File: config.mk
export PLATFORM = sky130hd
export DESIGN_NAME = firebird7_in_gate1_tessent_data_mux_ctrl
export DESIGN_NICKNAME = d
export VERILOG_FILES = /design/src/rtl/firebird7_in_gate1_tessent_data_mux_ctrl.sv
export SDC_FILE = /design/constraint.sdc
export NUM_CORES = 1
export LEC_CHECK = 0
export ABC_AREA = 1
export CORE_ASPECT_RATIO = 0.8
export CORE_MARGIN = 2
export CORE_UTILIZATION = 47
export DETAILED_ROUTE_END_ITERATION = 10
export PLACE_DENSITY = 0.74
export SETUP_SLACK_MARGIN = 0.3
export SYNTH_ARGS = -nofsm -noshare
export SYNTH_HDL_FRONTEND = slang
export SYNTH_SLANG_ARGS = --single-unit
File: constraint.sdc
create_clock -name ijtag_tck -period 1.25 [get_ports ijtag_tck]
set_clock_uncertainty 0.15 [all_clocks]
set_input_delay 0.25 -clock ijtag_tck [delete_from_list [all_inputs] [get_ports ijtag_tck]]
set_output_delay 0.25 -clock ijtag_tck [all_outputs]
set_load 0.01 [all_outputs]
File: src/rtl/firebird7_in_gate1_tessent_data_mux_ctrl.sv
// Purpose : IJTAG TDR plus handshake FSM that takes over the gate1 data mux (quiesce, settle, select, drain).
// Latency : data_out 1 tck after the update edge; select rises SETTLE_CYCLES+2 tck after an EN=1 update with func_idle held.
// Backpressure: func_idle is the only flow control; the FSM waits in REQ/SETTLE until the functional side reports quiescent.
//
// Ports:
//   ijtag_tck / ijtag_reset        : IJTAG clock, async active-high reset
//   ijtag_sel/ce/se/ue/si, ijtag_so: TDR access (capture/shift/update, scan in/out)
//   functional_data_in             : functional data observed at capture
//   func_idle                      : functional side quiescent acknowledge
//   takeover_req, ijtag_select     : handshake request and mux select (registered)
//   ijtag_data_out                 : override data to the mux (registered)
module firebird7_in_gate1_tessent_data_mux_ctrl #(
    parameter int WIDTH         = 3,
    parameter int SETTLE_CYCLES = 4
) (
    input  logic             ijtag_tck,
    input  logic             ijtag_reset,
    input  logic             ijtag_sel,
    input  logic             ijtag_ce,
    input  logic             ijtag_se,
    input  logic             ijtag_ue,
    input  logic             ijtag_si,
    output logic             ijtag_so,
    input  logic [WIDTH-1:0] functional_data_in,
    input  logic             func_idle,
    output logic             takeover_req,
    output logic             ijtag_select,
    output logic [WIDTH-1:0] ijtag_data_out
);

    localparam int            CW       = $clog2(SETTLE_CYCLES) + 1;
    localparam logic [CW-1:0] CNT_LOAD = CW'(SETTLE_CYCLES - 1);

    typedef enum logic [2:0] {
        S_IDLE,
        S_REQ,
        S_SETTLE,
        S_ACTIVE,
        S_DRAIN
    } state_t;

    state_t         state_q;
    logic [CW-1:0]  cnt_q;
    logic           req_q;
    logic           select_q;
    logic [WIDTH:0] shift_q;
    logic [WIDTH:0] shift_d;
    logic [WIDTH:0] update_q;
    logic [WIDTH:0] update_d;
    logic           en;

    assign en = update_q[WIDTH];

    // TDR next state. Enables are mutually exclusive by priority:
    // capture beats shift beats update, so a combined ce+ue never updates.
    always_comb begin
        shift_d  = shift_q;
        update_d = update_q;
        if (ijtag_sel) begin
            if (ijtag_ce) begin
                shift_d = {select_q, functional_data_in};
            end else if (ijtag_se) begin
                shift_d = {ijtag_si, shift_q[WIDTH:1]};
            end else if (ijtag_ue) begin
                update_d = shift_q;
            end
        end
    end

    always_ff @(posedge ijtag_tck or posedge ijtag_reset) begin
        if (ijtag_reset) begin
            shift_q  <= '0;
            update_q <= '0;
        end else begin
            shift_q  <= shift_d;
            update_q <= update_d;
        end
    end

    // Handshake FSM. req/select are registered alongside the state so the
    // mux select never sees a combinational path from func_idle or the TDR.
    always_ff @(posedge ijtag_tck or posedge ijtag_reset) begin
        if (ijtag_reset) begin
            state_q  <= S_IDLE;
            cnt_q    <= '0;
            req_q    <= 1'b0;
            select_q <= 1'b0;
        end else begin
            case (state_q)
                S_IDLE: begin
                    if (en) begin
                        state_q <= S_REQ;
                        req_q   <= 1'b1;
                    end
                end
                S_REQ: begin
                    if (!en) begin
                        state_q <= S_IDLE;
                        req_q   <= 1'b0;
                    end else if (func_idle) begin
                        state_q <= S_SETTLE;
                        cnt_q   <= CNT_LOAD;
                    end
                end
                S_SETTLE: begin
                    // Abort beats handshake loss; a lost handshake restarts
                    // the full settle on the next REQ->SETTLE entry.
                    if (!en) begin
                        state_q <= S_IDLE;
                        req_q   <= 1'b0;
                    end else if (!func_idle) begin
                        state_q <= S_REQ;
                    end else if (cnt_q == '0) begin
                        state_q  <= S_ACTIVE;
                        select_q <= 1'b1;
                    end else begin
                        cnt_q <= cnt_q - CW'(1);
                    end
                end
                S_ACTIVE: begin
                    if (!en) begin
                        state_q  <= S_DRAIN;
                        select_q <= 1'b0;
                        cnt_q    <= CNT_LOAD;
                    end
                end
                S_DRAIN: begin
                    // EN is deliberately ignored here; a re-enable is picked
                    // up from IDLE once the drain completes.
                    if (cnt_q == '0) begin
                        state_q <= S_IDLE;
                        req_q   <= 1'b0;
                    end else begin
                        cnt_q <= cnt_q - CW'(1);
                    end
                end
                default: begin
                    state_q  <= S_IDLE;
                    req_q    <= 1'b0;
                    select_q <= 1'b0;
                end
            endcase
        end
    end

    assign ijtag_so       = shift_q[0];
    assign ijtag_data_out = update_q[WIDTH-1:0];
    assign takeover_req   = req_q;
    assign ijtag_select   = select_q;

endmodule

**Word level (Yosys, flattened, before mapping)**

Cells that the tools add are included.

- Mux-type cells: 26
- $mul: 0
- Reduce and logical (&&, ||, !) cells: 12
- Shift operators: 0
- Equality and inequality tests: 15
- Magnitude comparators: 0
- Bitwise operators: 4
- Add/sub/neg operators: 1
- Divide/modulo/power cells: 0

Operators by type and width:

| kind | count |
|---|---|
| 3-bit two-way mux | 14 |
| 2-bit != test (second input constant) | 9 |
| 3-bit case mux with 5 select lines | 1 |
| 3-bit case mux with 4 select lines | 1 |
| 5-bit AND reduction | 2 |
| 4-bit two-way mux | 2 |
| 4-bit AND reduction | 2 |
| 3-bit by 2-bit == test with 1-bit output (second input constant) | 2 |
| 3-bit logical NOT | 2 |
| 1-bit two-way mux | 6 |
| 6-bit AND reduction | 1 |
| 4-bit != test (second input constant) | 1 |
| 1-bit NOT | 4 |
| 1-bit case mux with 4 select lines | 1 |
| 4-bit nonzero test | 1 |
| 3-bit by 1-bit == test with 1-bit output (second input constant) | 1 |
| 3-bit == test (second input constant) | 1 |
| 3-bit != test (second input constant) | 1 |
| 1-bit case mux with 3 select lines | 1 |
| 3-bit OR reduction | 1 |
| 3-bit by 1-bit subtractor with 3-bit output (second input constant) | 1 |
| 2-bit AND reduction | 1 |
| 2-bit nonzero test | 1 |
| 2-bit OR reduction | 1 |

- Bits of input ports: 11
- Memories kept: 0
- Latch bits: 0
- ROM bits: 0
- Bits in writable memories: 0
- Output and inout port bits: 6
- Logic and storage cells: 64
- Bits in registers: 16

**Longest topological paths before layout**

- Depth after elaboration: 5
- Mapped depth: 10
- Depth with buffers taken out: 10

**Worst setup path after synthesis**

Ideal clock, no wire load.

- Path kind: reg2reg
- Start: register state_q[2]
- End: register state_q[1]
- Cell stages (with the launch flop): 9
- Data required time: 0.980 ns
- Buffers on the path: 1
- Arrival: 1.072 ns
- Path slack: -0.093 ns
- Cells stage by stage: dfrtp_1 > buf_6 > inv_4 > nand2_2 > nor2_4 > nand3_1 > nor2b_1 > nand3_1 > nand2_1

- Longest elaborated chain between the ends: 3
- Elaborated cells between the ends (all ways): 12

Ends and longest elaborated chain:

| item | line | RTL |
|---|---|---|
| start: declaration | 42 | `state_t state_q;` |
| start signal: assignment | 84 | `state_q <= S_IDLE;` |
| start signal: assignment | 92 | `state_q <= S_REQ;` |
| start signal: assignment | 98 | `state_q <= S_IDLE;` |
| 3-bit by 2-bit == test with 1-bit output, or another cell as far along | 89 | `case (state_q)` |
| 4-bit != test (no source line), or another cell as far along | n/a |  |
| 5-bit AND reduction (no source line) | n/a |  |

Several ways; a longest one is shown, not always the timed one.
A chain may end at the register's enable or synchronous reset.

**Final worst setup path**

- Start: register state_q[1]
- End: register cnt_q[2]

- Longest elaborated chain between the ends: 3
- Elaborated cells between the ends (all ways): 12

Ends and longest elaborated chain:

| item | line | RTL |
|---|---|---|
| 3-bit == test, or another cell as far along | 89 |  |
| 4-bit nonzero test (no source line) / 2-bit != test (equally long branches) | n/a |  |
| 6-bit AND reduction (no source line) | n/a |  |
| end signal: assignment | 117 | `cnt_q <= cnt_q - CW'(1);` |
| end signal: assignment | 134 | `cnt_q <= cnt_q - CW'(1);` |
| end: declaration | 43 | `logic [CW-1:0] cnt_q;` |

Several ways; a longest one is shown, not always the timed one.

==> flow_results.xml <==
<?xml version="1.0" encoding="UTF-8"?>
<metrics>
  <group name="critical_path">
    <metric name="worstPathMaxFanout" unit="">8</metric>
    <metric name="critical_path.startpoint_type" unit="">register</metric>
    <metric name="critical_path_arrival" unit="ns">1.55</metric>
    <metric name="critPathTopFamily" unit="">flip-flops</metric>
    <metric name="cp_num_buf_inv" unit="">2</metric>
    <metric name="crit_chain" unit="">buf_4, nand2_1, nand2_1, nand3_1, nand2_1, inv_2, nand2_2, nand2_1, nand2_1</metric>
    <metric name="critical_path.slowest_cell" unit="">dfrtp_2</metric>
    <metric name="timing.critical_path.from" unit="">state_q[1]</metric>
    <metric name="worstReg2RegStart" unit="">state_q[1]</metric>
    <metric name="timing.critical_path.slowest_cell_delay" unit="ns">0.52</metric>
    <metric name="critical_path.endpoint_type" unit="">register</metric>
    <metric name="cp_data_required_time" unit="ns">1.30</metric>
    <metric name="timing.critical_path.mode_cell" unit="">nand2_1</metric>
    <metric name="setup.worst_path.class" unit="">register to register</metric>
  </group>
  <group name="grt">
    <metric name="via_count_of_the_first_global_routing_pass" unit="">1006</metric>
    <metric name="grt_usage" unit="%">22.08</metric>
    <metric name="grt_antenna_before_repair" unit="">0</metric>
    <metric name="globalRouteOverflowTotal" unit="">0</metric>
    <metric name="grt_pass1_wl" unit="mm">4.353</metric>
    <metric name="pin_count_of_the_biggest_net_entering_global_routing" unit="">17</metric>
  </group>
  <group name="sta">
    <metric name="fin_max_slew_vios" unit="">0</metric>
    <metric name="final_setup_violation_count" unit="">8</metric>
    <metric name="finalHoldViolCount" unit="">0</metric>
    <metric name="finalCritPeriodShare" unit="%">120.4</metric>
    <metric name="fin_worst_hold_slack" unit="ns">0.09662</metric>
    <metric name="timing.max_slew.rel_slack" unit="%">81.95</metric>
    <metric name="highest_clock_frequency_the_design_can_meet" unit="MHz">664.6</metric>
    <metric name="timing_worst_slew_pin_value" unit="ns">0.2708</metric>
    <metric name="postLayoutSetupSlackWorst" unit="ns">-0.2547</metric>
    <metric name="setup_total_negative_slack" unit="ns">-1.652</metric>
    <metric name="period_needed" unit="ns">1.505</metric>
    <metric name="unrepaired_setup_endpoints_after_global_routing" unit="">yes</metric>
  </group>
  <group name="floorplan">
    <metric name="die_x" unit="um">56.56</metric>
    <metric name="ios" unit="">17</metric>
    <metric name="fp.dieH" unit="um">46.05</metric>
    <metric name="start_util" unit="%">48.97</metric>
    <metric name="core_area" unit="sq um">2121</metric>
    <metric name="core.rowCount" unit="">15</metric>
    <metric name="floorplan.die_area" unit="sq um">2604</metric>
  </group>
  <group name="pwr">
    <metric name="p_leak" unit="nW">0.7954</metric>
    <metric name="power.sequential.fraction" unit="%">26.4</metric>
    <metric name="comb_power_share" unit="%">62.9</metric>
    <metric name="power.share.clock" unit="%">10.7</metric>
    <metric name="internal_power" unit="W">0.001839</metric>
    <metric name="powerDensity" unit="nW/um^2">2130</metric>
    <metric name="netSwitchingFraction" unit="%">44.96</metric>
    <metric name="ir_worst_vdd" unit="mV">1.657</metric>
    <metric name="power_spent_charging_and_discharging_nets" unit="W">0.001502</metric>
  </group>
  <group name="cells_and_area">
    <metric name="post-route-util" unit="%">73.98</metric>
    <metric name="num_antenna_cells" unit="">0</metric>
    <metric name="drive_above_1_share" unit="%">44.09</metric>
    <metric name="synthToLayoutAreaGrowth" unit="%">51.08</metric>
    <metric name="finish.net_count" unit="">200</metric>
  </group>
  <group name="synthesis">
    <metric name="mappedNetlistArea" unit="sq um">1038</metric>
    <metric name="area_share_of_the_leading_cell_type_in_the_synthesized_netlist" unit="%">38.55</metric>
    <metric name="synth-edff-count" unit="">0</metric>
    <metric name="synth.largest_area_cell" unit="">dfrtp_1</metric>
    <metric name="ys_seq_area_share" unit="%">38.55</metric>
    <metric name="syn-num-nets" unit="">156</metric>
    <metric name="syn-instance-count" unit="">143</metric>
    <metric name="synth_cell_type_count" unit="">23</metric>
    <metric name="netlist_top_cells_area" unit="">dfrtp_1 (39%), nand2_1 (14%), nand3_1 (9.2%)</metric>
    <metric name="postSynth.asyncResetShare" unit="%">100.0</metric>
    <metric name="synth_top_cells_by_count" unit="">nand2_1 (39), inv_1 (19), nand3_1 (19), o21ai_0 (17), dfrtp_1 (16)</metric>
    <metric name="synth_warnings" unit="">0</metric>
    <metric name="synth.ff_latch_count" unit="">16</metric>
    <metric name="ys_dominant_reg_cell" unit="">dfrtp_1</metric>
    <metric name="count_leader_synth" unit="">nand2_1</metric>
    <metric name="syn_avg_cell_area" unit="sq um">7.262</metric>
  </group>
  <group name="min_path">
    <metric name="hp-class" unit="">primary input to async pin</metric>
  </group>
  <group name="routing">
    <metric name="post-route-drc-count" unit="">0</metric>
    <metric name="vias" unit="">1072</metric>
    <metric name="wirelength" unit="mm">2.833</metric>
    <metric name="route.detailed.vias_per_inst" unit="">5.081</metric>
    <metric name="length_of_the_first_detailed_routing_pass_in_iterations" unit="">4</metric>
    <metric name="routed_wire_length_per_instance" unit="um">13.43</metric>
    <metric name="ant_nets" unit="">0</metric>
    <metric name="drt_iter0_drc" unit="">33</metric>
  </group>
  <group name="status">
    <metric name="outcome" unit="">complete, but fails checks</metric>
    <metric name="violations" unit="">negative setup slack</metric>
  </group>
  <group name="placement">
    <metric name="numPortBuffers" unit="">16</metric>
    <metric name="detailedPlacementHpwl" unit="mm">1.831</metric>
    <metric name="gp_congestion" unit="">0.8729</metric>
  </group>
  <group name="clock_network">
    <metric name="clockBufferDepth" unit="">2</metric>
    <metric name="clk_latency" unit="ns">0.30</metric>
    <metric name="clkSinkCount" unit="">16</metric>
    <metric name="ctsHoldBuffers" unit="">0</metric>
    <metric name="ctsRootBufferMaster" unit="">clkbuf_4</metric>
    <metric name="total_number_of_h_tree_levels" unit="">1</metric>
    <metric name="clk_pin_slew_worst_paths" unit="ns">0.11</metric>
    <metric name="cts_tree" unit="">done</metric>
    <metric name="total_clock_buffers_created_by_cts" unit="">3</metric>
  </group>
  <group name="job">
    <metric name="maxCapViolations" unit="">0</metric>
  </group>
</metrics>
area by class of cell:
class,count,area [sq um]
Tap cell,25,31.28
Fill cell,158,551.8
Clock buffer,4,36.28
Multi-Input combinational cell,98,616.8
Inverter,21,83.83
Timing Repair Buffer,47,395.4
Sequential cell,16,405.4
cells in the final DEF (no fill, tap or decap), types with 2 or more instances in the layout:
cell type / instances
nand2_1: 31
buf_4: 24
nand3_1: 15
o21ai_1: 13
dfrtp_1: 12
inv_1: 10
inv_2: 10
nand2_2: 8
nor2_4: 7
clkdlybuf4s50_1: 6
buf_2: 6
buf_6: 6
o21ai_0: 4
dfrtp_2: 4
a21oi_1: 3
nand3_2: 3
clkbuf_4: 3
nand2_4: 2
nand4_1: 2
dlygate4sd2_1: 2
clkdlybuf4s15_1: 2
power by group through the flow:
stage / clock network [W] / registers [W] / logic [W]
floorplan: 0 / 0.000776 / 0.00120
global placement: 0 / 0.000860 / 0.00154
detailed placement: 0 / 0.000863 / 0.00160
CTS: 0.000351 / 0.000866 / 0.00188
global route: 0.000377 / 0.000897 / 0.00229
finish: 0.000356 / 0.000882 / 0.00210
final timing paths:
check | endpoint | slack, ns | depth (start not counted)
max | cnt_q[2] | -0.25 | 9
min reg2reg | takeover_req | 0.33 | 2
min in group ijtag_tck | update_q[2] | 0.29 | 4
min | cnt_q[1] | 0.1 | 3
max in group asynchronous | update_q[3] | 0.65 | 3
max reg2reg | cnt_q[2] | -0.25 | 9
layer usage:
metal	share of wire, %	up-vias	wire length [um]	track usage, %
li1	-	544	-	-
met1	43	493	1231	25.93
met2	51	33	1451	40.93
met3	4.5	2	128	5.682
met4	0.74	0	21	5.714
met5	0	-	0	0
kinds of logic after synthesis:
| logic type | after synthesis | share of synthesized area [%] |
|---|---|---|
| simple gates | 73 | 32.89 |
| xor+xnor | 1 | 0.8435 |
| flops | 16 | 38.55 |
| compound gates | 22 | 10.84 |
| fa+ha+maj | 2 | 2.409 |
| buf+inv | 29 | 14.46 |
tightest hold or removal path: cells and delay by family:
family	cells	cell delay, ns
buffers and inverters	3	0.67
per-stage QoR:
stage                     std cells  setup WS, ns  power [W]  cell area (sq um)
final                           211       -0.2547   0.003342               1569
after global routing            211       -0.3180   0.003568               1569
after detailed placement        194       -0.3843   0.002463               1356
after global placement          194       -0.3318   0.002400               1356
after floorplan                 143      -0.07551   0.001975               1109
after CTS                       206       -0.1791   0.003095               1489
state kept, by name, indices dropped and copies added, names as in the netlist:
register,cells
ijtag_select,1
state_q,3
cnt_q,3
takeover_req,1
shift_q,4
update_q,4
timing repair:
action                     in CTS  in global routing
setup buffers                   8                  5
gates resized for setup        51                 22
gates cloned                    0                  0
pin swaps                      14                 11
setup endpoints to repair      22                 20
Power figures use the tool's default switching activity.
